### src/rtl/tt_sel_driver.sv
// Host-side tile-selection initiator: deselect, N increment pulses, enable, user reset hold, active.
// Optional TT_SEL_SKIP_EN: re-requesting the current selection from ACTIVE only re-pulses the user reset.
module tt_sel_driver #(
  parameter int ADDR_W  = 10,
  parameter int PULSE_W = 2,
  parameter int RST_CYC = 8
) (
  input  logic              clk,
  input  logic              rst_n,
  input  logic              req_valid,
  input  logic [ADDR_W-1:0] req_addr,
  output logic              req_ready,
  input  logic              release_i,
  output logic              busy,
  output logic              done,
  output logic              ctrl_sel_rst_n,
  output logic              ctrl_sel_inc,
  output logic              ctrl_ena,
  output logic              um_rst_n
);

  localparam int PH_MAX = (PULSE_W > RST_CYC) ? PULSE_W : RST_CYC;
  localparam int PH_W   = $clog2(PH_MAX + 1);
  localparam logic [PH_W-1:0] PH_PULSE = PH_W'(PULSE_W - 1);
  localparam logic [PH_W-1:0] PH_RST   = PH_W'(RST_CYC - 1);

  typedef enum logic [2:0] {
    S_IDLE, S_DESEL, S_INC_HI, S_INC_LO, S_URST, S_ACTIVE
  } state_t;

  state_t            state_q, state_d;
  logic [PH_W-1:0]   phase_q, phase_d;
  logic [ADDR_W-1:0] cnt_q, cnt_d;
  logic              ready_q, busy_q, done_q, was_act_q;
  logic              sel_rst_n_q, inc_q, ena_q, um_rst_n_q;
  logic              accept, ph_last;

`ifdef TT_SEL_SKIP_EN
  logic [ADDR_W-1:0] tgt_q, tgt_d, cur_addr_q, cur_addr_d;
  logic              cur_vld_q, cur_vld_d;
`endif

  always_comb begin
    state_d = state_q;
    phase_d = phase_q;
    cnt_d   = cnt_q;
    accept  = req_valid && ((state_q == S_IDLE) || (state_q == S_ACTIVE));
    ph_last = (phase_q == '0);
`ifdef TT_SEL_SKIP_EN
    tgt_d      = tgt_q;
    cur_addr_d = cur_addr_q;
    cur_vld_d  = cur_vld_q;
`endif
    case (state_q)
      S_IDLE: begin
        if (accept) begin
          cnt_d   = req_addr;
          state_d = S_DESEL;
          phase_d = PH_PULSE;
`ifdef TT_SEL_SKIP_EN
          tgt_d   = req_addr;
`endif
        end
      end
      S_DESEL: begin
        if (!ph_last) begin
          phase_d = phase_q - PH_W'(1);
        end else if (cnt_q != '0) begin
          state_d = S_INC_HI;
          phase_d = PH_PULSE;
        end else begin
          state_d = S_URST;
          phase_d = PH_RST;
        end
      end
      S_INC_HI: begin
        if (!ph_last) begin
          phase_d = phase_q - PH_W'(1);
        end else begin
          state_d = S_INC_LO;
          phase_d = PH_PULSE;
        end
      end
      S_INC_LO: begin
        if (!ph_last) begin
          phase_d = phase_q - PH_W'(1);
        end else begin
          cnt_d = cnt_q - ADDR_W'(1);
          // Compare against 1 so the exit decision uses the post-decrement count.
          if (cnt_q != ADDR_W'(1)) begin
            state_d = S_INC_HI;
            phase_d = PH_PULSE;
          end else begin
            state_d = S_URST;
            phase_d = PH_RST;
          end
        end
      end
      S_URST: begin
        if (!ph_last) begin
          phase_d = phase_q - PH_W'(1);
        end else begin
          state_d = S_ACTIVE;
`ifdef TT_SEL_SKIP_EN
          cur_addr_d = tgt_q;
          cur_vld_d  = 1'b1;
`endif
        end
      end
      S_ACTIVE: begin
        if (accept) begin
          cnt_d   = req_addr;
          state_d = S_DESEL;
          phase_d = PH_PULSE;
`ifdef TT_SEL_SKIP_EN
          tgt_d = req_addr;
          if (cur_vld_q && (req_addr == cur_addr_q)) begin
            state_d = S_URST;
            phase_d = PH_RST;
          end else begin
            cur_vld_d = 1'b0;
          end
`endif
        end else if (release_i) begin
          state_d = S_IDLE;
`ifdef TT_SEL_SKIP_EN
          cur_vld_d = 1'b0;
`endif
        end
      end
      default: state_d = S_IDLE;
    endcase
  end

  always_ff @(posedge clk or negedge rst_n) begin
    if (!rst_n) begin
      state_q <= S_IDLE;
      phase_q <= '0;
      cnt_q   <= '0;
`ifdef TT_SEL_SKIP_EN
      tgt_q      <= '0;
      cur_addr_q <= '0;
      cur_vld_q  <= 1'b0;
`endif
    end else begin
      state_q <= state_d;
      phase_q <= phase_d;
      cnt_q   <= cnt_d;
`ifdef TT_SEL_SKIP_EN
      tgt_q      <= tgt_d;
      cur_addr_q <= cur_addr_d;
      cur_vld_q  <= cur_vld_d;
`endif
    end
  end

  // Handshake flags track the state register; pad drives and done lag it by one register stage.
  always_ff @(posedge clk or negedge rst_n) begin
    if (!rst_n) begin
      ready_q     <= 1'b1;
      busy_q      <= 1'b0;
      done_q      <= 1'b0;
      was_act_q   <= 1'b0;
      sel_rst_n_q <= 1'b0;
      inc_q       <= 1'b0;
      ena_q       <= 1'b0;
      um_rst_n_q  <= 1'b0;
    end else begin
      ready_q     <= (state_d == S_IDLE) || (state_d == S_ACTIVE);
      busy_q      <= (state_d != S_IDLE) && (state_d != S_ACTIVE);
      was_act_q   <= (state_q == S_ACTIVE);
      done_q      <= (state_q == S_ACTIVE) && !was_act_q;
      sel_rst_n_q <= (state_q != S_IDLE) && (state_q != S_DESEL);
      inc_q       <= (state_q == S_INC_HI);
      ena_q       <= (state_q == S_URST) || (state_q == S_ACTIVE);
      um_rst_n_q  <= (state_q == S_ACTIVE);
    end
  end

  assign req_ready      = ready_q;
  assign busy           = busy_q;
  assign done           = done_q;
  assign ctrl_sel_rst_n = sel_rst_n_q;
  assign ctrl_sel_inc   = inc_q;
  assign ctrl_ena       = ena_q;
  assign um_rst_n       = um_rst_n_q;

endmodule

### config.mk
export PLATFORM = sky130hd
export DESIGN_NAME = tt_sel_driver
export DESIGN_NICKNAME = d
export VERILOG_FILES = /design/src/rtl/tt_sel_driver.sv
export SDC_FILE = /design/constraint.sdc
export NUM_CORES = 1
export LEC_CHECK = 0
export CAP_MARGIN = 10
export CELL_PAD_IN_SITES_DETAIL_PLACEMENT = 1
export CELL_PAD_IN_SITES_GLOBAL_PLACEMENT = 2
export CORE_MARGIN = 3
export CORE_UTILIZATION = 30
export DETAILED_ROUTE_END_ITERATION = 12
export GPL_ROUTABILITY_DRIVEN = 0
export PLACE_DENSITY = 0.74
export SETUP_SLACK_MARGIN = 0.3
export SKIP_LAST_GASP = 1
export SYNTH_ARGS = -nofsm -noshare
export SYNTH_HDL_FRONTEND = slang
export SYNTH_SLANG_ARGS = --single-unit
### constraint.sdc
create_clock -name clk -period 3 [get_ports clk]
set_input_delay 0.45 -clock clk [delete_from_list [all_inputs] [get_ports clk]]
set_output_delay 0.45 -clock clk [all_outputs]
set_load 0.05 [all_outputs]
# [Word-level counts from Yosys, hierarchy flattened]
# Index checks and enable logic that the tools add are counted.
[word_totals] regBits=24 memories=0 latch_bits=0 rom_bits=0 out_inout_bits=7 mem_bits_rw=0
[classes] bitwise=0 reduce_logical=19 n_div=0 n_eq_ne=12 shift=0 order_cmp=0 n_mux=21 multipliers=0 n_addsub=2
[op_table] cell="3-bit two-way mux" count=11
[op_table] cell="10-bit two-way mux" count=2
[op_table] cell="4-bit two-way mux" count=5
[op_table] cell="10-bit one-hot mux with 2 select lines" count=1
[op_table] cell="4-bit one-hot mux with 5 select lines" count=1
[op_table] cell="3-bit one-hot mux with 6 select lines" count=1
[op_table] cell="10-bit by 1-bit != test with 1-bit output, second input constant" count=1
[op_table] cell="10-bit nonzero test" count=1
[op_table] cell="10-bit by 1-bit subtractor with 10-bit output, second input constant" count=1
[op_table] cell="3-bit == test, second input constant" count=3
[op_table] cell="3-bit by 2-bit == test with 1-bit output, second input constant" count=2
[op_table] cell="3-bit zero test" count=2
[op_table] cell="3-bit AND reduction" count=2
[op_table] cell="3-bit nonzero test" count=2
[op_table] cell="5-bit nonzero test" count=1
[op_table] cell="1-bit logical AND" count=4
[op_table] cell="4-bit zero test" count=1
[op_table] cell="2-bit != test, second input constant" count=2
[op_table] cell="4-bit by 1-bit subtractor with 4-bit output, second input constant" count=1
[op_table] cell="3-bit by 1-bit == test with 1-bit output, second input constant" count=1
[op_table] cell="1-bit logical OR" count=3
[op_table] cell="3-bit by 1-bit != test with 1-bit output, second input constant" count=1
[op_table] cell="3-bit != test, second input constant" count=1
[op_table] cell="2-bit by 1-bit != test with 1-bit output, second input constant" count=1
[op_table] cell="other kinds (3)" count=3

# [Longest topological paths before layout]
# Gate-level depths: netlist of the first run.
[depth] ltp_word=7 depth_mapped=9 mapped_depth_nobuf=8

# [Least setup slack after synthesis of the first run]
# OpenSTA, ideal clock, no wires.
[synth_path] path_kind="register to register" startpoint="register phase_q[0]" endpoint="register phase_q[2]" slack_ns=0.617 stages_incl_launch_ff=10 path_buffers=1 arrival_time_ns=2.262 setup_ns=0.121 synth_period_minus_slack_ns=2.383 t_required_ns=2.879 path_cell_list="dfrtp_1 -> inv_1 -> ha_1 -> or3b_1 -> buf_6 -> or4_4 -> a2bb2oi_4 -> o32a_2 -> o2bb2ai_1 -> a22o_1"
[synth_between] elab_chain_cells=3
[synth_rtl] item="start: declaration" line_no="32" rtl="logic [PH_W-1:0] phase_q, phase_d;"
[synth_rtl] item="start signal: assignment" line_no="147" rtl="phase_q <= phase_d;"
[synth_rtl] item="4-bit by 1-bit subtractor with 4-bit output or 4-bit zero test (tied branches)"
[synth_rtl] item="4-bit two-way mux (tied with other cells)" line_no="100" rtl="if (!ph_last) begin"
[synth_rtl] item="4-bit one-hot mux with 5 select lines or 3-bit AND reduction (tied branches)"
# Several ways; a longest one is shown, not always the timed one. The select of a mux whose other input is x is not followed.
# A chain may end at the register's enable or synchronous reset.

# [Worst setup path after layout of the first run]
[layout_path] startpoint="register phase_q[0]" endpoint="register phase_q[3]"
# The elaborated chain is that of the path after synthesis.

==> results.ini, run 1 <==
[worst_setup_path]
max_stage_delay_ns=0.52
worstPathRequired_ns=3.21
critical-path-slowest-cell=or4_1
worst-path-stages=8
depth_of_the_worst_register_to_register_path=8
crit_fanout=8
critical_path_buf_inv_count=1
cp_cell_sequence=inv_1, ha_1, or3b_4, nor4_4, a32o_2, xnor2_2, or4_1, nand3_1
startpoint_type=flip-flop
critical_path.top_delay_family=simple AND/OR/NAND/NOR gates
worst-endpoint-arrival_ns=2.76
critical_path_class=reg2reg
worst_setup_path_end_kind=flip-flop

[layout]
share_of_post_route_cells_with_drive_strength_above_1_pct=9.794
n_fill_cell=587
diodes=0
finish.cell_count_without_fillers=261
area_growth_syn_to_layout_pct=20.77
final_net_count=214

[power]
vdd_drop_max_v=0.0002867
net_switching_component_of_the_power_uw=791.5
p_per_area_nw_per_um2=924.8
comb_power_share_pct=52.4
power_frac_seq_pct=34.5
swShare_pct=45.60
report.power.total_mw=1.736
power_leakage_nw=0.7550
int_power_uw=944.3
clock_power_share_pct=13.1

[clock_network]
post_cts_hold_buffer_count=0
clkLatencyLatePin_ns=0.27
tritoncts=built
ctsHtreeMaxLevel=1
tritoncts.num_buffers=3
numClockSinks=24
ctsLongestPathBuffers=2
cts.clk_slew.worst_paths_ns=0.09
clock-root-buffer=clkbuf_8

[sta]
period_needed_ns=2.542
fin_skew_ns=0.008425
finalSetupTns_ns=0
transition_time_at_the_pin_with_the_least_slew_margin_ns=0.5047
slew_headroom_pct=66.25
timing.final.setup_violations=0
timing.final.hold_violations=0
hold-worst-slack_ns=0.4316
post-route-period-util_pct=84.73
grt_setup_unrepaired=false
fmaxAchievable_ghz=0.3934
finalMaxSlewViolations=0

[synth]
synth_cells=175
synthFlopType=dfrtp_1
synthesis.area_per_instance_um2=8.880
synth_edf_count=0
share_of_flip_flops_with_an_asynchronous_set_or_reset_after_synthesis_pct=100.0
yosys.cell_types.count=51
synth_fp_nets=194
synthesis.yosys.warnings=0
synth.ff_latch_count=24
seq_area_frac_synth_pct=38.73
synthesis.area_um2=1554

[routing]
finalWirelength_mm=4.235
post-route-drc-count=0
via_count=1423
drtIter0Drc=77
drt-wirelength-per-cell_um=16.23
ant_nets=0
detailedRoute.firstPassIterationCount=4
vias_per_cell=5.452

[global_route]
globalRouteOverflowTotal=0
first_global_vias=1482
grt_total_usage_pct=14.85
maximum_number_of_pins_on_one_net_before_global_route_repair=29
antenna_violations_before_repair=0
wire_length_of_the_first_global_routing_pass_mm=7.251

[floorplan]
die_y_um=77.97
die_w_um=77.97
fp-row-count=25
floorplan.core_area_um2=4848
floorplan.initialDensity_pct=32.05
die_footprint_um2=6079
design.portCount=21

[hold_path]
whs_path_depth=1
hold_path.class=reg2reg

[placed_design]
numPortBuffers=20
place_inst=257
post-dp-hpwl_mm=3.117

[flow_run]
cap_viol_max_count=0

[outcome]
run_status=finished clean

placed cells by master, fill, tap and decap left out, drive strengths merged, types with 2 or more instances in the layout:
| master | instances |
|---|---|
| inv | 9 |
| nor4 | 4 |
| nand2b | 5 |
| clkbuf | 4 |
| a31oi | 2 |
| nand2 | 12 |
| clkdlybuf4s50 | 20 |
| nand3 | 3 |
| mux2 | 2 |
| dfrtp | 23 |
| nor3 | 12 |
| buf | 3 |
| ha | 5 |
| o22a | 2 |
| nor2 | 15 |
| or3 | 3 |
| a21oi | 13 |
| nor3b | 3 |
| o21ai | 21 |
| nor2b | 2 |
| nor4b | 2 |
| or4 | 3 |
| a2bb2oi | 3 |
| a211oi | 2 |
per-layer routing:
layer	GRT usage [%]	vias up	share of wire, %
met3	3.596	2	3.9
met2	25.17	19	50
li1	-	688	-
met1	19.21	714	46
met5	0	-	0
met4	2.972	0	0.80
power by group through the flow:
stage          sequential (mW)  combinational [mW]  clock (mW)
3_5_place_dp             0.603               0.911           0
6_report                 0.598               0.910       0.227
2_1_floorplan            0.598               0.662           0
3_3_place_gp             0.593               0.880           0
5_1_grt                  0.623                1.02       0.253
4_1_cts                  0.596               0.917       0.239
worst paths after layout:
check | startpoint | end | slack [ns]
max reg2reg | phase_q[0] | phase_q[3] | 0.46
min in group asynchronous | rst_n | cnt_q[4] | 0.54
min | um_rst_n | done | 0.43
min reg2reg | um_rst_n | done | 0.43
max | phase_q[0] | phase_q[3] | 0.46
max in group asynchronous | rst_n | req_ready | 2.17
through the flow:
stage | area, µm² | utilization [%] | setup WS (ns)
floorplan | 1554 | - | 0.6169
finish | 1877 | 38.71 | 0.4580
CTS | 1874 | 38.66 | 0.3770
global route | 1877 | 38.71 | 0.3520
detailed placement | 1819 | 37.52 | 0.4055
global placement | 1819 | 37.52 | 0.4688
state kept, by name, indices dropped and copies added, names as in the netlist:
name            flops
busy                1
cnt_q              10
ctrl_ena            1
ctrl_sel_inc        1
ctrl_sel_rst_n      1
done                1
phase_q             4
req_ready           1
state_q             3
um_rst_n            1
cell usage after synthesis (2+ instances only):
library cell	count	share of area [%]
dfrtp_1	23	37
o21ai_0	21	6.8
nor2_1	15	3.6
a21oi_1	13	4.2
nor3_1	12	3.9
nand2_1	11	2.7
inv_1	9	2.2
ha_1	5	4.0
nand2b_1	5	2.0
clkbuf_1	4	0.97
nand3_1	3	0.97
nor3b_1	3	1.4
nor4_1	3	1.2
or3_1	3	1.2
a211oi_1	2	0.97
a2bb2oi_1	2	1.1
a31oi_1	2	0.81
buf_4	2	0.97
nor2b_1	2	0.81
nor4b_1	2	1.1
o22a_1	2	1.1
or4_1	2	0.97
timing repair:
| item | CTS | global route |
|---|---|---|
| hold endpoints to repair | 0 | 0 |
| setup buffers | 0 | 0 |
| resized for setup | 0 | 1 |
| setup endpoints to repair | 0 | 3 |
cell type report:
cell class                 count  area, µm²  area share (%)
inverter                       9      33.78           1.800
clock buffer                   4      55.05           2.933
multi-input combinational    134      879.6           46.87
tap                           67      83.83           4.467
timing repair buffer          23      222.7           11.87
sequential                    24      601.8           32.07
logic make-up (layout without fill, tap and decap cells):
| group | Yosys count | count (layout) | synth area share (%) |
|---|---|---|---|
| buffers and inverters | 17 | 36 | 5.152 |
| flip-flops | 24 | 24 | 38.73 |
| AND/OR/NAND/NOR | 69 | 69 | 24.80 |
| adder cells (fa/ha/maj) | 5 | 5 | 4.026 |
| multiplexers | 3 | 3 | 2.093 |
| XOR/XNOR | 1 | 1 | 1.047 |
| AO/OA/AOI/OAI | 56 | 56 | 24.16 |
(Power assumes the default switching activity.)
==> run 2: changes to the inputs <==
--- a/config.mk
+++ b/config.mk
@@ -12,7 +12,7 @@
 export CORE_UTILIZATION = 30
 export DETAILED_ROUTE_END_ITERATION = 12
 export GPL_ROUTABILITY_DRIVEN = 0
-export PLACE_DENSITY = 0.74
+export PLACE_DENSITY = 0.77
 export SETUP_SLACK_MARGIN = 0.3
 export SKIP_LAST_GASP = 1
 export SYNTH_ARGS = -nofsm -noshare
==> constraint.sdc (replaced) <==
create_clock -name clk -period 2.2 [get_ports clk]
set_input_delay 0.33 -clock clk [delete_from_list [all_inputs] [get_ports clk]]
set_output_delay 0.33 -clock clk [all_outputs]
set_load 0.05 [all_outputs]
==> run 2 against run 1 <==
Effect of this change:
- the flow now finishes with violations (negative setup slack)
- worst hold slack worse by 0.0032 ns
- via count up 16%
- first-iteration DRC count up 53%
- combinational power up 150%
- utilization up 12 points
- register-to-register slack worse by 0.67 ns
- cell area up 30%
- clock power up 20%
- global-route usage up 3.4 points
- die area unchanged
- critical path type unchanged
- largest cell class unchanged
==> results.ini, run 2 (synthesis results as in run 1) <==
[worst_setup_path]
cp_cell_sequence=or4_4, buf_6, or4_4, a2bb2oi_4, o32a_4, o2bb2ai_2, a22o_1
timing.rr.start=cnt_q[5]
depth_of_the_worst_register_to_register_path=7  ; -1
startpoint_type=flip-flop
worst_setup_path_end_kind=flip-flop
critical_path_buf_inv_count=1  ; unchanged
setup.reg_to_reg.worst_slack_ns=-0.21  ; -0.67 ns
critical_path.top_delay_family=simple AND/OR/NAND/NOR gates
worst-endpoint-arrival_ns=2.57  ; -0.19 ns
regToRegEndpoint=phase_q[2]
max_stage_delay_ns=0.56  ; +0.04 ns
worstPathRequired_ns=2.36  ; -0.85 ns
critical_path_class=reg2reg
critical-path-slowest-cell=or4_4
worst_path_most_repeated_cell=or4_4
crit_fanout=5  ; -3

[layout]
layout_common_cells=buf_4, dfrtp_1, clkdlybuf4s50_1
multiInputGateArea_um2=1052  ; +20%
reg.largest.list=cnt_q (10), phase_q (4), state_q (3)
n_fill_cell=564  ; -3.9%
final_net_count=262  ; +22%
diodes=0  ; unchanged
largest_register_ffs=10  ; unchanged
max_flop_register=cnt_q
share_of_post_route_cells_with_drive_strength_above_1_pct=38.02  ; +28 points
layout_commonest_cell=buf_4
final_cell_area_excluding_filler_cells_um2=2449  ; +30%
finish.cell_count_without_fillers=309  ; +18%
area_growth_syn_to_layout_pct=57.57
register_area_um2=601.8  ; unchanged

[sta]
post-route-period-util_pct=109.7  ; +25 points
finalMaxSlewViolations=0  ; unchanged
transition_time_at_the_pin_with_the_least_slew_margin_ns=0.4933  ; -0.01141 ns
period_needed_ns=2.412  ; -0.1297 ns
setup_slack_ns=-0.2123  ; -0.6703 ns
fmaxAchievable_ghz=0.4145  ; +5.4%
fin_skew_ns=0.003969  ; -0.004455 ns
timing.final.hold_violations=0  ; unchanged
timing.final.setup_violations=9  ; +9
slew_headroom_pct=66.70  ; +0.45 points
hold-worst-slack_ns=0.4284  ; -0.003196 ns
grt_setup_unrepaired=true

[clock_network]
numClockSinks=24  ; unchanged
ctsLongestPathBuffers=2  ; unchanged
post_cts_hold_buffer_count=0  ; unchanged
cts.clk_slew.worst_paths_ns=0.09  ; about the same
clock-root-buffer=clkbuf_8
ctsHtreeMaxLevel=1  ; unchanged
clkLatencyLatePin_ns=0.27  ; about the same
tritoncts.num_buffers=3  ; unchanged
tritoncts=built

[power]
int_power_mw=1.856  ; +97%
report.power.total_mw=3.280  ; +89%
clock_power_share_pct=8.3  ; -4.8 points
power_frac_seq_pct=22.5  ; -12 points
vdd_drop_max_v=0.0004510  ; +57%
power_leakage_nw=1.026  ; +36%
p_per_area_nw_per_um2=1340  ; +45%
comb_power_share_pct=69.2  ; +17 points
net_switching_component_of_the_power_mw=1.424  ; +80%
swShare_pct=43.41  ; -2.2 points

[global_route]
antenna_violations_before_repair=0  ; unchanged
globalRouteOverflowTotal=0  ; unchanged
grt.met1_usage_pct=23.92  ; +4.7 points
grt_total_usage_pct=18.29  ; +3.4 points
maximum_number_of_pins_on_one_net_before_global_route_repair=29  ; unchanged
use_met2_pct=31.76  ; +6.6 points
first_global_vias=1741  ; +17%
met3_usage_pct=2.668  ; -0.93 points
wire_length_of_the_first_global_routing_pass_mm=8.873  ; +22%
grt-busiest-layer=met2

[floorplan]
fp-row-count=25  ; unchanged
floorplan.initialDensity_pct=32.05  ; unchanged
die_y_um=77.97  ; unchanged
die_footprint_um2=6079  ; unchanged
design.portCount=21  ; unchanged
die_w_um=77.97  ; unchanged
floorplan.core_area_um2=4848  ; unchanged

[routing]
detailedRoute.firstPassIterationCount=4  ; unchanged
vias_per_cell=5.320  ; -2.4%
ant_nets=0  ; unchanged
finalWirelength_mm=5.401  ; +28%
post-route-drc-count=0  ; unchanged
via_count=1644  ; +16%
drtIter0Drc=118  ; +53%
drt-wirelength-per-cell_um=17.48  ; +7.7%

[outcome]
violations_in_the_final_reports=negative setup slack
run_status=finished, violations left

[placed_design]
place_area_um2=2097  ; +15%
place_inst=289  ; +12%
post-dp-hpwl_mm=3.574  ; +15%
numPortBuffers=20  ; unchanged
dp_worst_setup_slack_ns=-0.3358  ; -0.7413 ns

[flow_run]
cap_viol_max_count=0  ; unchanged

[hold_path]
hold_path.class=in2async

[run 2: cell types whose count changed in the layout (fill, tap and decap cells not counted), moves of 4 or more]
| cell | change |
|---|---|
| o21ai_1 | +9 |
| buf_4 | +34 |
| o21ai_2 | +8 |
| o21ai_0 | -17 |
| buf_6 | +12 |
| inv_1 | -4 |
| inv_2 | +4 |
[run 2: routing by layer]
metal | vias to the layer above | part of all wire [%]
met5 | - | 0
met1 | 834 | 44
li1 | 784 | -
met2 | 22 | 52
met4 | 0 | 0.61
met3 | 4 | 3.4
[run 2: worst max path at each step]
stage / slack [ns] / endpoint / depth (start not counted) / startpoint
after global routing: -0.30 / phase_q[3] / 8 / cnt_q[5]
after CTS: -0.21 / phase_q[3] / 7 / cnt_q[7]
after detailed placement: -0.34 / phase_q[3] / 8 / phase_q[1]
after global placement: -0.24 / phase_q[3] / 8 / phase_q[0]
final: -0.21 / phase_q[2] / 7 / cnt_q[5]
after floorplan: -0.14 / phase_q[2] / 7 / cnt_q[6]
[run 2: stage by stage]
stage / util (%) / setup TNS, ns
finish: 50.50 / -0.9729
global route: 50.50 / -2.039
CTS: 47.90 / -0.7463
detailed placement: 43.25 / -2.146
global placement: 43.25 / -1.220
floorplan: - / -0.3787
[run 2: cell type report]
| type | count | share of cell area, % |
|---|---|---|
| repair buffers | 70 | 25.80 |
| well taps | 67 | 3.424 |
| flip-flops and latches | 24 | 24.58 |
| multi-input cells | 135 | 42.97 |
| inverters | 9 | 1.380 |
| clock buffers | 4 | 1.840 |
[run 2: power by group through the flow]
stage / Sequential (mW) / Clock, mW / Combinational [mW]
detailed placement: 0.738 / 0 / 1.74
global placement: 0.725 / 0 / 1.67
global route: 0.764 / 0.305 / 2.45
CTS: 0.738 / 0.284 / 2.07
finish: 0.738 / 0.272 / 2.27
floorplan: 0.815 / 0 / 0.946
[run 2: repair_timing]
action,4_1_cts,5_1_grt
endpoints found under the hold margin,0,0
setup buffers,8,7
gates cloned,1,0
gates resized for setup,43,18
pin swaps,20,14
setup endpoints to repair,18,17
